===== src/rtl/vga_frame_monitor.sv =====
// VGA sink checker: rebuilds pixel coordinates, checks line/frame geometry, signs each frame, reports lock.
// Define VGA_MON_CRC_EN to replace the additive frame signature with a CRC-32 over {r,g,b}.
module vga_frame_monitor #(
  parameter int unsigned H_ACTIVE    = 640,
  parameter int unsigned V_ACTIVE    = 480,
  parameter bit          SYNC_POL    = 1'b0,
  parameter int unsigned LOCK_FRAMES = 2
) (
  input  logic        clk,
  input  logic        rst,
  input  logic        in_hsync,
  input  logic        in_vsync,
  input  logic        in_de,
  input  logic [9:0]  in_r,
  input  logic [9:0]  in_g,
  input  logic [9:0]  in_b,
  output logic [9:0]  px_x,
  output logic [9:0]  px_y,
  output logic        px_valid,
  output logic        frame_done,
  output logic [31:0] frame_sum,
  output logic [18:0] lit_count,
  output logic        locked,
  output logic        err_hline,
  output logic        err_vframe
);

  localparam int unsigned CW = 10;
  localparam int unsigned GW = 4;
  localparam int unsigned LW = 19;
  localparam logic [CW-1:0] CNT_MAX = '1;
  localparam logic [LW-1:0] LIT_MAX = '1;

`ifdef VGA_MON_CRC_EN
  localparam logic [31:0] SIG_INIT = 32'hFFFF_FFFF;
  localparam logic [31:0] CRC_POLY = 32'h04C1_1DB7;

  // MSB-first CRC-32 step over one 30-bit pixel word
  function automatic logic [31:0] crc30(input logic [31:0] c, input logic [29:0] d);
    logic [31:0] n;
    n = c;
    for (int i = 29; i >= 0; i--) begin
      n = {n[30:0], 1'b0} ^ ((n[31] ^ d[i]) ? CRC_POLY : 32'd0);
    end
    return n;
  endfunction
`else
  localparam logic [31:0] SIG_INIT = 32'd0;
`endif

  typedef enum logic [1:0] {SEEK, TRACK, LOCKED} state_t;

  state_t state_q, state_d;
  logic [GW-1:0] good_q, good_d;

  // horizontal sync carries no information this checker needs
  logic hsync_unused;
  assign hsync_unused = in_hsync;

  logic          de1, de1_d, vact1, vact_d;
  logic [CW-1:0] r1, g1, b1;
  logic [CW-1:0] x_q, y_q;
  logic [31:0]   sig_q;
  logic [LW-1:0] lit_q;
  logic          bad_q;

  logic          frame_edge_c, line_end_c, hline_err_c, vframe_err_c;
  logic [CW-1:0] x_inc_c, y_line_c;
  logic [31:0]   sig_next_c;
  logic [LW-1:0] lit_next_c;

  // edge detection, counters and accumulator next values
  always_comb begin
    frame_edge_c = vact1 & ~vact_d;
    line_end_c   = de1_d & ~de1;
    x_inc_c      = (x_q == CNT_MAX) ? x_q : x_q + CW'(1);
    y_line_c     = y_q;
    if (line_end_c && (y_q != CNT_MAX)) y_line_c = y_q + CW'(1);
    hline_err_c  = line_end_c && (state_q != SEEK) && (x_q != CW'(H_ACTIVE));
    vframe_err_c = frame_edge_c && (state_q != SEEK) && (y_line_c != CW'(V_ACTIVE));
    sig_next_c   = sig_q;
    lit_next_c   = lit_q;
    if (de1) begin
`ifdef VGA_MON_CRC_EN
      sig_next_c = crc30(sig_q, {r1, g1, b1});
`else
      sig_next_c = sig_q + 32'(r1) + 32'(g1) + 32'(b1);
`endif
      if ((r1 != '0) && (g1 != '0) && (b1 != '0) && (lit_q != LIT_MAX)) lit_next_c = lit_q + LW'(1);
    end
  end

  always_ff @(posedge clk) begin
    if (rst) begin
      state_q <= SEEK;
      good_q  <= '0;
    end else begin
      state_q <= state_d;
      good_q  <= good_d;
    end
  end

  // lock tracking; a frame is bad if any line error hit it or its line count is off
  always_comb begin
    state_d = state_q;
    good_d  = good_q;
    unique case (state_q)
      SEEK: begin
        if (frame_edge_c) begin
          state_d = TRACK;
          good_d  = '0;
        end
      end
      TRACK: begin
        if (hline_err_c || vframe_err_c) begin
          good_d = '0;
        end else if (frame_edge_c) begin
          if (bad_q) begin
            good_d = '0;
          end else if (GW'(good_q + GW'(1)) >= GW'(LOCK_FRAMES)) begin
            state_d = LOCKED;
            good_d  = '0;
          end else begin
            good_d = good_q + GW'(1);
          end
        end
      end
      LOCKED: begin
        if (hline_err_c || vframe_err_c) begin
          state_d = TRACK;
          good_d  = '0;
        end
      end
      default: state_d = SEEK;
    endcase
  end

  // input stage, counters, accumulators and registered outputs
  always_ff @(posedge clk) begin
    if (rst) begin
      de1 <= 1'b0; de1_d <= 1'b0; vact1 <= 1'b0; vact_d <= 1'b0;
      r1 <= '0; g1 <= '0; b1 <= '0;
      x_q <= '0; y_q <= '0; sig_q <= '0; lit_q <= '0; bad_q <= 1'b0;
      px_x <= '0; px_y <= '0; px_valid <= 1'b0; frame_done <= 1'b0;
      frame_sum <= '0; lit_count <= '0; locked <= 1'b0;
      err_hline <= 1'b0; err_vframe <= 1'b0;
    end else begin
      de1    <= in_de;
      de1_d  <= de1;
      vact1  <= (in_vsync == SYNC_POL);
      vact_d <= vact1;
      r1 <= in_r; g1 <= in_g; b1 <= in_b;

      if (de1) x_q <= x_inc_c;
      else if (line_end_c) x_q <= '0;
      y_q <= frame_edge_c ? '0 : y_line_c;

      if (frame_edge_c) begin
        sig_q <= SIG_INIT;
        lit_q <= '0;
        bad_q <= 1'b0;
      end else begin
        sig_q <= sig_next_c;
        lit_q <= lit_next_c;
        if (hline_err_c) bad_q <= 1'b1;
      end

      px_valid <= de1;
      if (de1) begin
        px_x <= x_q;
        px_y <= y_q;
      end
      frame_done <= frame_edge_c && (state_q != SEEK);
      if (frame_edge_c && (state_q != SEEK)) begin
        frame_sum <= sig_next_c;
        lit_count <= lit_next_c;
      end
      err_hline  <= hline_err_c;
      err_vframe <= vframe_err_c;
      locked     <= (state_d == LOCKED);
    end
  end

endmodule


===== config.mk =====
export PLATFORM = sky130hd
export DESIGN_NAME = vga_frame_monitor
export DESIGN_NICKNAME = d
export VERILOG_FILES = /design/src/rtl/vga_frame_monitor.sv
export SDC_FILE = /design/constraint.sdc
export NUM_CORES = 1
export LEC_CHECK = 0
export CAP_MARGIN = 25
export CORE_MARGIN = 2
export CORE_UTILIZATION = 41
export CTS_CLUSTER_DIAMETER = 100
export DETAILED_ROUTE_END_ITERATION = 12
export GPL_TIMING_DRIVEN = 0
export MAX_ROUTING_LAYER = met4
export PLACE_DENSITY = 0.68
export SETUP_SLACK_MARGIN = 0.5
export SLEW_MARGIN = 20
export SYNTH_ARGS = -nofsm -noshare
export SYNTH_HDL_FRONTEND = slang
export SYNTH_SLANG_ARGS = --single-unit

===== constraint.sdc =====
create_clock -name clk -period 3.1 [get_ports clk]
set_input_delay 0.62 -clock clk [delete_from_list [all_inputs] [get_ports clk]]
set_output_delay 0.62 -clock clk [all_outputs]
set_load 0.01 [all_outputs]

* Word level (Yosys, flattened, before mapping)
Cells that the tools add are included.
** Word-level totals
- Flip-flop bits (word level) :: 187
- Input port bits :: 35
- Output and inout bits :: 76
- Logic and storage cells :: 87
** Cells by class
- Add/subtract/negate cells :: 7
- $lt $le $gt $ge :: 1
- Equality and inequality tests :: 12
- Multiplexer cells :: 21
- Bitwise operators :: 5
- Reduce and logical (&&, ||, !) cells :: 19
** Operators with widths (number)
- $add A32 B10 Y32 :: 3
- $mux W10 :: 4
- $mux W19 :: 2
- $mux W32 :: 1
- $reduce_bool A10 Y1 :: 3
- $mux W4 :: 6
- $add A10 B1 Y10 const B :: 2
- $ne A10 B10 Y1 const B :: 2
- $add A19 B1 Y19 const B :: 1
- $ne A19 B19 Y1 const B :: 1
- $mux W2 :: 6
- $pmux W4 S3 :: 1
- $eq A10 B10 Y1 const B :: 1
- $ne A10 B9 Y1 const B :: 1
- $logic_and A1 B1 Y1 :: 8
- $ne A2 B2 Y1 const B :: 3
- $pmux W2 S3 :: 1
- $add A4 B1 Y4 const B :: 1
- $eq A2 B2 Y1 const B :: 2
- $ge A4 B2 Y1 const B :: 1
- $reduce_and A4 Y1 :: 1
- $reduce_bool A2 Y1 :: 2
- $ne A3 B3 Y1 const B :: 1
- $not A1 Y1 :: 3
- 7 further kinds :: 8

* Longest topological paths before layout
Gate-level depths: netlist of the first run.
- Word-level depth :: 10
- Gate-level depth with buffers :: 14
- Depth with buffers taken out :: 14

* Worst setup path before layout of the first run
Ideal clock, no wire load.
- Path kind :: reg2reg
- Start point :: register r1[1]
- End point :: register frame_sum[29]
- Library setup time :: 0.132 ns
- Arrival :: 3.099 ns
- Data required time :: 2.968 ns
- Setup slack :: -0.132 ns
- Cell stages (with the launch flop) :: 15
- Path buffers :: 0
- Clock period less this slack :: 3.232 ns
- Cell sequence :: dfxtp_1 > inv_1 > fa_1 > fa_1 > inv_1 > ha_1 > inv_1 > fa_1 > nor2b_1 > o31a_1 > a31oi_1 > a21oi_2 > nand4_1 > xor2_1 > a21oi_1
** Between the ends
- Longest elaborated chain between the ends :: 4
** RTL lines
- start: declaration :: line 61 : logic [CW-1:0] r1, g1, b1;
- start signal: assignment :: line 152 : r1 <= in_r; g1 <= in_g; b1 <= in_b;
- $add A32 B10 Y32 (3 in a row) :: line 87 : sig_next_c = sig_q + 32'(r1) + 32'(g1) + 32'(b1);
- $mux W32 :: line 83 : if (de1) begin
- end signal: assignment :: line 175 : frame_sum <= sig_next_c;
- end: declaration :: line 21 : output logic [31:0] frame_sum,
No other way between the ends.
A chain may end at the register's enable or synchronous reset.

* Worst setup path in the final report of the first run
- Start point :: register b1[1]
- End point :: register frame_sum[23]
** Between the ends
- Longest elaborated chain between the ends :: 2
** RTL lines (line)
- start: declaration :: 61
- start signal: assignment :: 152
- $add A32 B10 Y32 :: 87
- $mux W32 :: 83
No other way between the ends.

==> results of run 1 <==
[cell families after synthesis]
family | after synthesis | synth area share (%)
fa+ha+maj | 39 | 7.86
xor+xnor | 56 | 6.04
buf+inv | 114 | 5.48
simple gates | 294 | 18.3
compound gates | 166 | 12.2
mux | 33 | 4.08
flops | 187 | 46.1
[worst min-delay path by stage]
stage	startpoint	endpoint	slack [ns]	cells after the start
detailed placement	bad_q	bad_q	0.46	2
global route	frame_sum[8]	frame_sum[8]	0.52	2
floorplan	bad_q	bad_q	0.43	2
finish	bad_q	bad_q	0.47	2
CTS	bad_q	bad_q	0.47	2
global placement	bad_q	bad_q	0.44	2
[flip-flops by register name (all words and copies together) (netlist names)]
register	cells
px_x	10
vact1	1
vact_d	1
err_hline	1
err_vframe	1
frame_done	1
good_q	4
b1	10
px_y	10
r1	10
de1	1
state_q	2
x_q	10
locked	1
frame_sum	32
de1_d	1
lit_q	19
sig_q	32
lit_count	19
g1	10
bad_q	1
y_q	10
[metrics by stage]
step	total power [mW]	cells	TNS (ns)
6_report	5.49	1314	-9.21
5_1_grt	5.72	1314	-15.11
4_1_cts	5.46	1306	-8.10
3_5_place_dp	3.25	1262	-19.99
3_3_place_gp	3.23	1262	-18.65
2_1_floorplan	3.02	889	-1.10
[where the power goes]
group | leakage (nW) | switching (mW) | internal [mW]
Combinational | 2.20 | 0.445 | 0.421
Sequential | 1.52 | 0.0429 | 2.47
Clock | 0.269 | 0.969 | 1.14
Total | 3.99 | 1.46 | 4.04
[timing repair]
action / in CTS / in global routing
pin swaps: 51 / 33
hold buffers: 0 / 0
buffers inserted: 12 / 8
endpoints found under the hold margin: 0 / 0
endpoints found under the setup margin: 59 / 68
gates resized for setup: 58 / 44
[area by class of cell]
| type | instances | share of cell area [%] |
|---|---|---|
| multi-input combinational | 588 | 41.3 |
| sequential | 187 | 34.6 |
| timing repair buffer | 128 | 11.6 |
| clock buffer | 18 | 4.05 |
| tap | 265 | 3.06 |
| inverter | 70 | 2.42 |
| buffer | 44 | 1.70 |
| clock inverter | 14 | 1.28 |
[cells in the final DEF (no fill, tap or decap), types with 6 or more instances in the layout]
cell and count:
a211oi_1 8, a21oi_1 51, and3_1 10, buf_4 14, buf_6 8, clkbuf_1 34, clkbuf_16 17, clkdlybuf4s50_1 108
dfxtp_1 180, dfxtp_2 7, fa_1 19, ha_1 10, ha_4 8, inv_1 63, inv_2 6, mux2i_1 31
nand2_1 28, nand3_1 21, nand4_1 22, nor2_1 118, nor2b_1 36, nor3_1 7, nor4_1 9, o21ai_0 51
xnor2_1 9, xnor2_2 12, xor2_1 27, xor2_2 6
[layer usage]
layer | vias up | track usage (%)
met3 | 13 | 3.19
met2 | 129 | 32.2
met5 | - | -
met1 | 3094 | 24.5
met4 | 0 | 6.49
li1 | 3280 | -
[worst max-delay path, stage by stage, from the launching register on]
cell,delay [ns]
dfxtp_2,0.34
inv_2,0.04
fa_1,0.58
fa_1,0.43
inv_2,0.08
ha_4,0.13
inv_2,0.04
fa_2,0.38
nor2b_2,0.16
o31a_1,0.24
a31oi_4,0.13
a21oi_4,0.17
buf_6,0.18
nand3_2,0.10
xor2_2,0.20
a21oi_1,0.08
==> impl_metrics.env, run 1 <==
export IMPL_arrival_ns=3.70
export IMPL_syn_inst=889
export IMPL_multiInputGateArea_um2=4480
export IMPL_htree_levels=4
export IMPL_finalHoldViolCount=0
export IMPL_path_class="reg2reg"
export IMPL_ys_seq_elements=187
export IMPL_portBuffers=108
export IMPL_cts_path_max_buffers=2
export IMPL_timing_final_crit_period_ns=3.40
export IMPL_dpl_hpwl_um=13800
export IMPL_register_area_um2=3750
export IMPL_placementRows=51
export IMPL_syn_avg_cell_area_um2=9.14
export IMPL_initial_utilization_pct=41.7
export IMPL_grt_pass1_wl_um=31200
export IMPL_stdcell_area_um2=10800
export IMPL_synthToLayoutAreaGrowth_pct=33.5
export IMPL_rsz0062_at_grt="yes"
export IMPL_ys_flop_type="dfxtp_1"
export IMPL_start_kind="register"
export IMPL_cp_required_ns=3.41
export IMPL_setup_worst_path_start="b1[1]"
export IMPL_maxCapViolCount=0
export IMPL_setup_viol=48
export IMPL_antenna_cells=0
export IMPL_tightest_slew_ns=1.01
export IMPL_ys_seq_area_share_pct=46.1
export IMPL_status="finished, violations left"
export IMPL_clock_skew_final_ns=0.0164
export IMPL_finalWirelength_um=19300
export IMPL_clk_latency_ns=0.44
export IMPL_num_nets_final=1110
export IMPL_dr_wl_met2_um=9400
export IMPL_end_kind="register"
export IMPL_violations="negative setup slack"
export IMPL_r2r_start="b1[1]"
export IMPL_holdWs_ns=0.471
export IMPL_synthArstFlopShare_pct=0
export IMPL_grt_pass1_vias=6449
export IMPL_worst_slack_ns=-0.296
export IMPL_antenna_found_initial=0
export IMPL_remaining_drc_errors=0
export IMPL_final_util_pct=55.7
export IMPL_fin_crit_sh_pct=110
export IMPL_rrSetupSlack_ns=-0.30
export IMPL_place_worst_setup_slack_ns=-0.627
export IMPL_cts_tree="done"
export IMPL_top_layer_used="met4"
export IMPL_via_per_inst=4.96
export IMPL_yosysUniqueCellTypes=57
export IMPL_power_density_nw_per_um2=506
export IMPL_clock_sinks=187
export IMPL_overflow=0
export IMPL_routabilityCongestion=0.885
export IMPL_die_w_um=145
export IMPL_vdd_ir_drop_max_mv=0.403
export IMPL_final_antenna_net_count=0
export IMPL_die_area_um2=21000
export IMPL_synth_top_cell_area_share_pct=46.1
export IMPL_synthTopCellsByCount="dfxtp_1 (187), nor2_1 (119), inv_1 (69)"
export IMPL_path_clk_slew_ns=0.07
export IMPL_yosysTopAreaCell="dfxtp_1"
export IMPL_rr_endpoint="frame_sum[23]"
export IMPL_ff2ff_path_depth=15
export IMPL_synth_area_top_cells="dfxtp_1 (46%), nor2_1 (5.5%), fa_1 (4.9%), mux2i_1 (3.9%), xor2_1 (3.7%)"
export IMPL_endpoint="frame_sum[23]"
export IMPL_leakage_nw=3.99
export IMPL_grt_max_degree=18
export IMPL_slew_violations=0
export IMPL_maxSlewHeadroom_pct=31.7
export IMPL_route_vias_total=6516
export IMPL_core_area_um2=19500
export IMPL_cts_buffers=17
export IMPL_hold_class="reg2reg"
export IMPL_wl_met1_um=8870
export IMPL_synth_most_common_cell="dfxtp_1"
export IMPL_met3_wirelength_um=794
export IMPL_die_h_um=145
export IMPL_yosys_warnings=0
export IMPL_drtIter0Drc=297
export IMPL_synth_nets=963
export IMPL_synth_edf_count=0
export IMPL_clock_fmax_ghz=0.294
export IMPL_wl_per_cell_um=14.7
export IMPL_netlist_area_um2=8120
export IMPL_fillers=1682
export IMPL_drive_above_1_share_pct=14.1
export IMPL_drt_pass1_iterations=5
export IMPL_ctsRootBufferMaster="clkbuf_16"
export IMPL_placed_cell_area_um2=9590
export IMPL_track_usage_pct=19.5
export IMPL_cp_max_fo=6
export IMPL_ios=111
(Power assumes the default switching activity.)
==> run 2: changes to the inputs <==
--- a/config.mk
+++ b/config.mk
@@ -6,10 +6,12 @@
 export NUM_CORES = 1
 export LEC_CHECK = 0
 export CAP_MARGIN = 25
+export CORE_ASPECT_RATIO = 1.5
 export CORE_MARGIN = 2
 export CORE_UTILIZATION = 41
 export CTS_CLUSTER_DIAMETER = 100
 export DETAILED_ROUTE_END_ITERATION = 12
+export GPL_ROUTABILITY_DRIVEN = 0
 export GPL_TIMING_DRIVEN = 0
 export MAX_ROUTING_LAYER = met4
 export PLACE_DENSITY = 0.68
==> run 2 against run 1 <==
The flow still finishes with violations (negative setup slack). Global-route usage up 0.38 points. Wire length increased by 6.7%. Sequential share of layout area fell by 0.73 points. Clock-buffer cell count fell by 1. Critical path type unchanged.
==> impl_metrics.env, run 2 (synthesized netlist as in run 1, its figures left out) <==
export IMPL_status="finished, violations left"
export IMPL_violations="negative setup slack"
export IMPL_crit_top_cell="inv_2"
export IMPL_path_class="reg2reg"
export IMPL_maxSlewHeadroom_pct=37.1
export IMPL_synthToLayoutAreaGrowth_pct=36.7
export IMPL_intPower_mw=4.12
export IMPL_dpl_hpwl_um=14300
export IMPL_fin_cells=1326
export IMPL_fillers=1677
export IMPL_power_density_nw_per_um2=515
export IMPL_track_usage_pct=19.9
export IMPL_start_kind="register"
export IMPL_placementRows=63
export IMPL_ctsRootBufferMaster="clkbuf_16"
export IMPL_fin_crit_sh_pct=110
export IMPL_path_clk_slew_ns=0.08
export IMPL_min_from="bad_q"
export IMPL_cp_max_fo=4
export IMPL_maxCapViolCount=0
export IMPL_ios=111
export IMPL_antenna_found_initial=0
export IMPL_reg_largest_list="frame_sum (32), sig_q (32)"
export IMPL_multiInputGateArea_um2=4530
export IMPL_layout_commonest_cell="dfxtp_1"
export IMPL_cp_required_ns=3.41
export IMPL_clock_sinks=187
export IMPL_grt_max_degree=20
export IMPL_placed_cell_area_um2=9590
export IMPL_swShare_pct=27.9
export IMPL_via_per_inst=5.09
export IMPL_cts_tree="done"
export IMPL_seqPwrFrac_pct=44.0
export IMPL_tightest_slew_ns=0.936
export IMPL_finalHoldViolCount=0
export IMPL_grt_pass1_wl_um=32700
export IMPL_drive_above_1_share_pct=17.1
export IMPL_grt_pass1_vias=6882
export IMPL_initial_utilization_pct=41.4
export IMPL_die_area_um2=21000
export IMPL_clk_latency_ns=0.43
export IMPL_power_frac_clock_pct=38.6
export IMPL_final_util_pct=56.6
export IMPL_clock_fmax_ghz=0.293
export IMPL_overflow=0
export IMPL_cp_slowest_cell="fa_1"
export IMPL_remaining_drc_errors=0
export IMPL_wl_per_cell_um=15.5
export IMPL_critPathMaxStageDelay_ns=0.55
export IMPL_dp_cells=1257
export IMPL_drt_pass1_iterations=4
export IMPL_portBuffers=108
export IMPL_cts_path_max_buffers=2
export IMPL_leakage_nw=4.15
export IMPL_arrival_ns=3.72
export IMPL_setup_viol=54
export IMPL_die_h_um=176
export IMPL_cp_cell_sequence="inv_2, fa_1, fa_1, inv_2, ha_4, inv_2, fa_2, nor2b_2, o31a_1, a31oi_4, a21oi_4, buf_6, buf_4, nand3_4, xor2_2, a21oi_1"
export IMPL_setup_worst_path_start="r1[1]"
export IMPL_layout_common_cells="dfxtp_1 (174), nor2_1 (116), clkdlybuf4s50_1 (108)"
export IMPL_rsz0062_at_grt="yes"
export IMPL_power_switching_mw=1.59
export IMPL_timing_final_crit_period_ns=3.41
export IMPL_worst_slack_ns=-0.313
export IMPL_p_comb_share_pct=17.4
export IMPL_hold_class="reg2reg"
export IMPL_core_area_um2=19600
export IMPL_place_worst_setup_slack_ns=-0.731
export IMPL_route_vias_total=6755
export IMPL_finalWirelength_um=20600
export IMPL_htree_levels=4
export IMPL_final_antenna_net_count=0
export IMPL_cts_buffers=17
export IMPL_stdcell_area_um2=11100
export IMPL_r2r_start="r1[1]"
export IMPL_num_nets_final=1127
export IMPL_antenna_cells=0
export IMPL_die_w_um=119
export IMPL_drtIter0Drc=290
export IMPL_register_area_um2=3760
export IMPL_end_kind="register"
export IMPL_tns_ns=-10.15
export IMPL_slew_violations=0
export IMPL_vdd_ir_drop_max_mv=0.479
export IMPL_clock_skew_final_ns=0.0128
run 2: changes by cell type in the layout (fill, tap and decap cells not counted), sizes merged:
cell,delta
clkinvlp,-4
inv,+1
clkinv,+4
buf,+17
clkbuf,-1
run 2: repair_timing:
item / 4_1_cts / 5_1_grt
endpoints found under the setup margin: 67 / 67
buffers inserted: 27 / 10
gates resized for setup: 80 / 51
pin swaps: 65 / 50
hold buffers: 0 / 0
run 2: path summary, 6_finish.rpt:
kind | to | slack (ns) | depth (start not counted)
worst max-delay path | frame_sum[23] | -0.31 | 16
worst min-delay path | bad_q | 0.46 | 2
worst max register to register | frame_sum[23] | -0.31 | 16
worst min register to register | bad_q | 0.46 | 2
run 2: area by class of cell:
type | instances | share of cell area [%]
multi-input combinational | 588 | 40.8
buffer | 44 | 1.66
clock buffer | 17 | 3.83
timing repair buffer | 145 | 12.9
sequential | 187 | 33.9
inverter | 70 | 2.37
tap | 260 | 2.93
clock inverter | 15 | 1.65
run 2: routing by layer:
layer / global-route usage, % / wire length, um / share of wire [%]
met2: 36.6 / 11100 / 54
met3: 2.55 / 515 / 2.5
met4: 9.62 / 735 / 3.6
met5: - / 0 / 0
met1: 20.8 / 8230 / 40
run 2: critical path: cells and delay by family, from the launching register on:
kind	cells	cell delay (ns)
fa+ha+maj	4	1.46
compound gates	4	0.65
buf+inv	5	0.42
flops	1	0.33
simple gates	2	0.23
xor+xnor	1	0.20
run 2: power groups by stage:
| stage | sequential (mW) | combinational (mW) | clock [mW] |
|---|---|---|---|
| 3_5_place_dp | 2.57 | 0.692 | 0 |
| 4_1_cts | 2.51 | 0.904 | 2.23 |
| 2_1_floorplan | 2.56 | 0.458 | 0 |
| 6_report | 2.51 | 0.994 | 2.21 |
| 5_1_grt | 2.52 | 1.08 | 2.34 |
| 3_3_place_gp | 2.57 | 0.671 | 0 |
run 2: through the flow:
step | total power [mW] | hold WS, ns
6_report | 5.71 | 0.460
5_1_grt | 5.94 | 0.486
4_1_cts | 5.65 | 0.463
3_5_place_dp | 3.26 | 0.451
3_3_place_gp | 3.24 | 0.442
2_1_floorplan | 3.02 | 0.431
==> run 3: changes to the inputs <==
--- a/config.mk
+++ b/config.mk
@@ -5,7 +5,7 @@
 export SDC_FILE = /design/constraint.sdc
 export NUM_CORES = 1
 export LEC_CHECK = 0
-export CAP_MARGIN = 25
+export CAP_MARGIN = 20
 export CORE_ASPECT_RATIO = 1.5
 export CORE_MARGIN = 2
 export CORE_UTILIZATION = 41
==> results of run 3 <==
The final DEF is identical to that of run 2; final timing and power are the same.
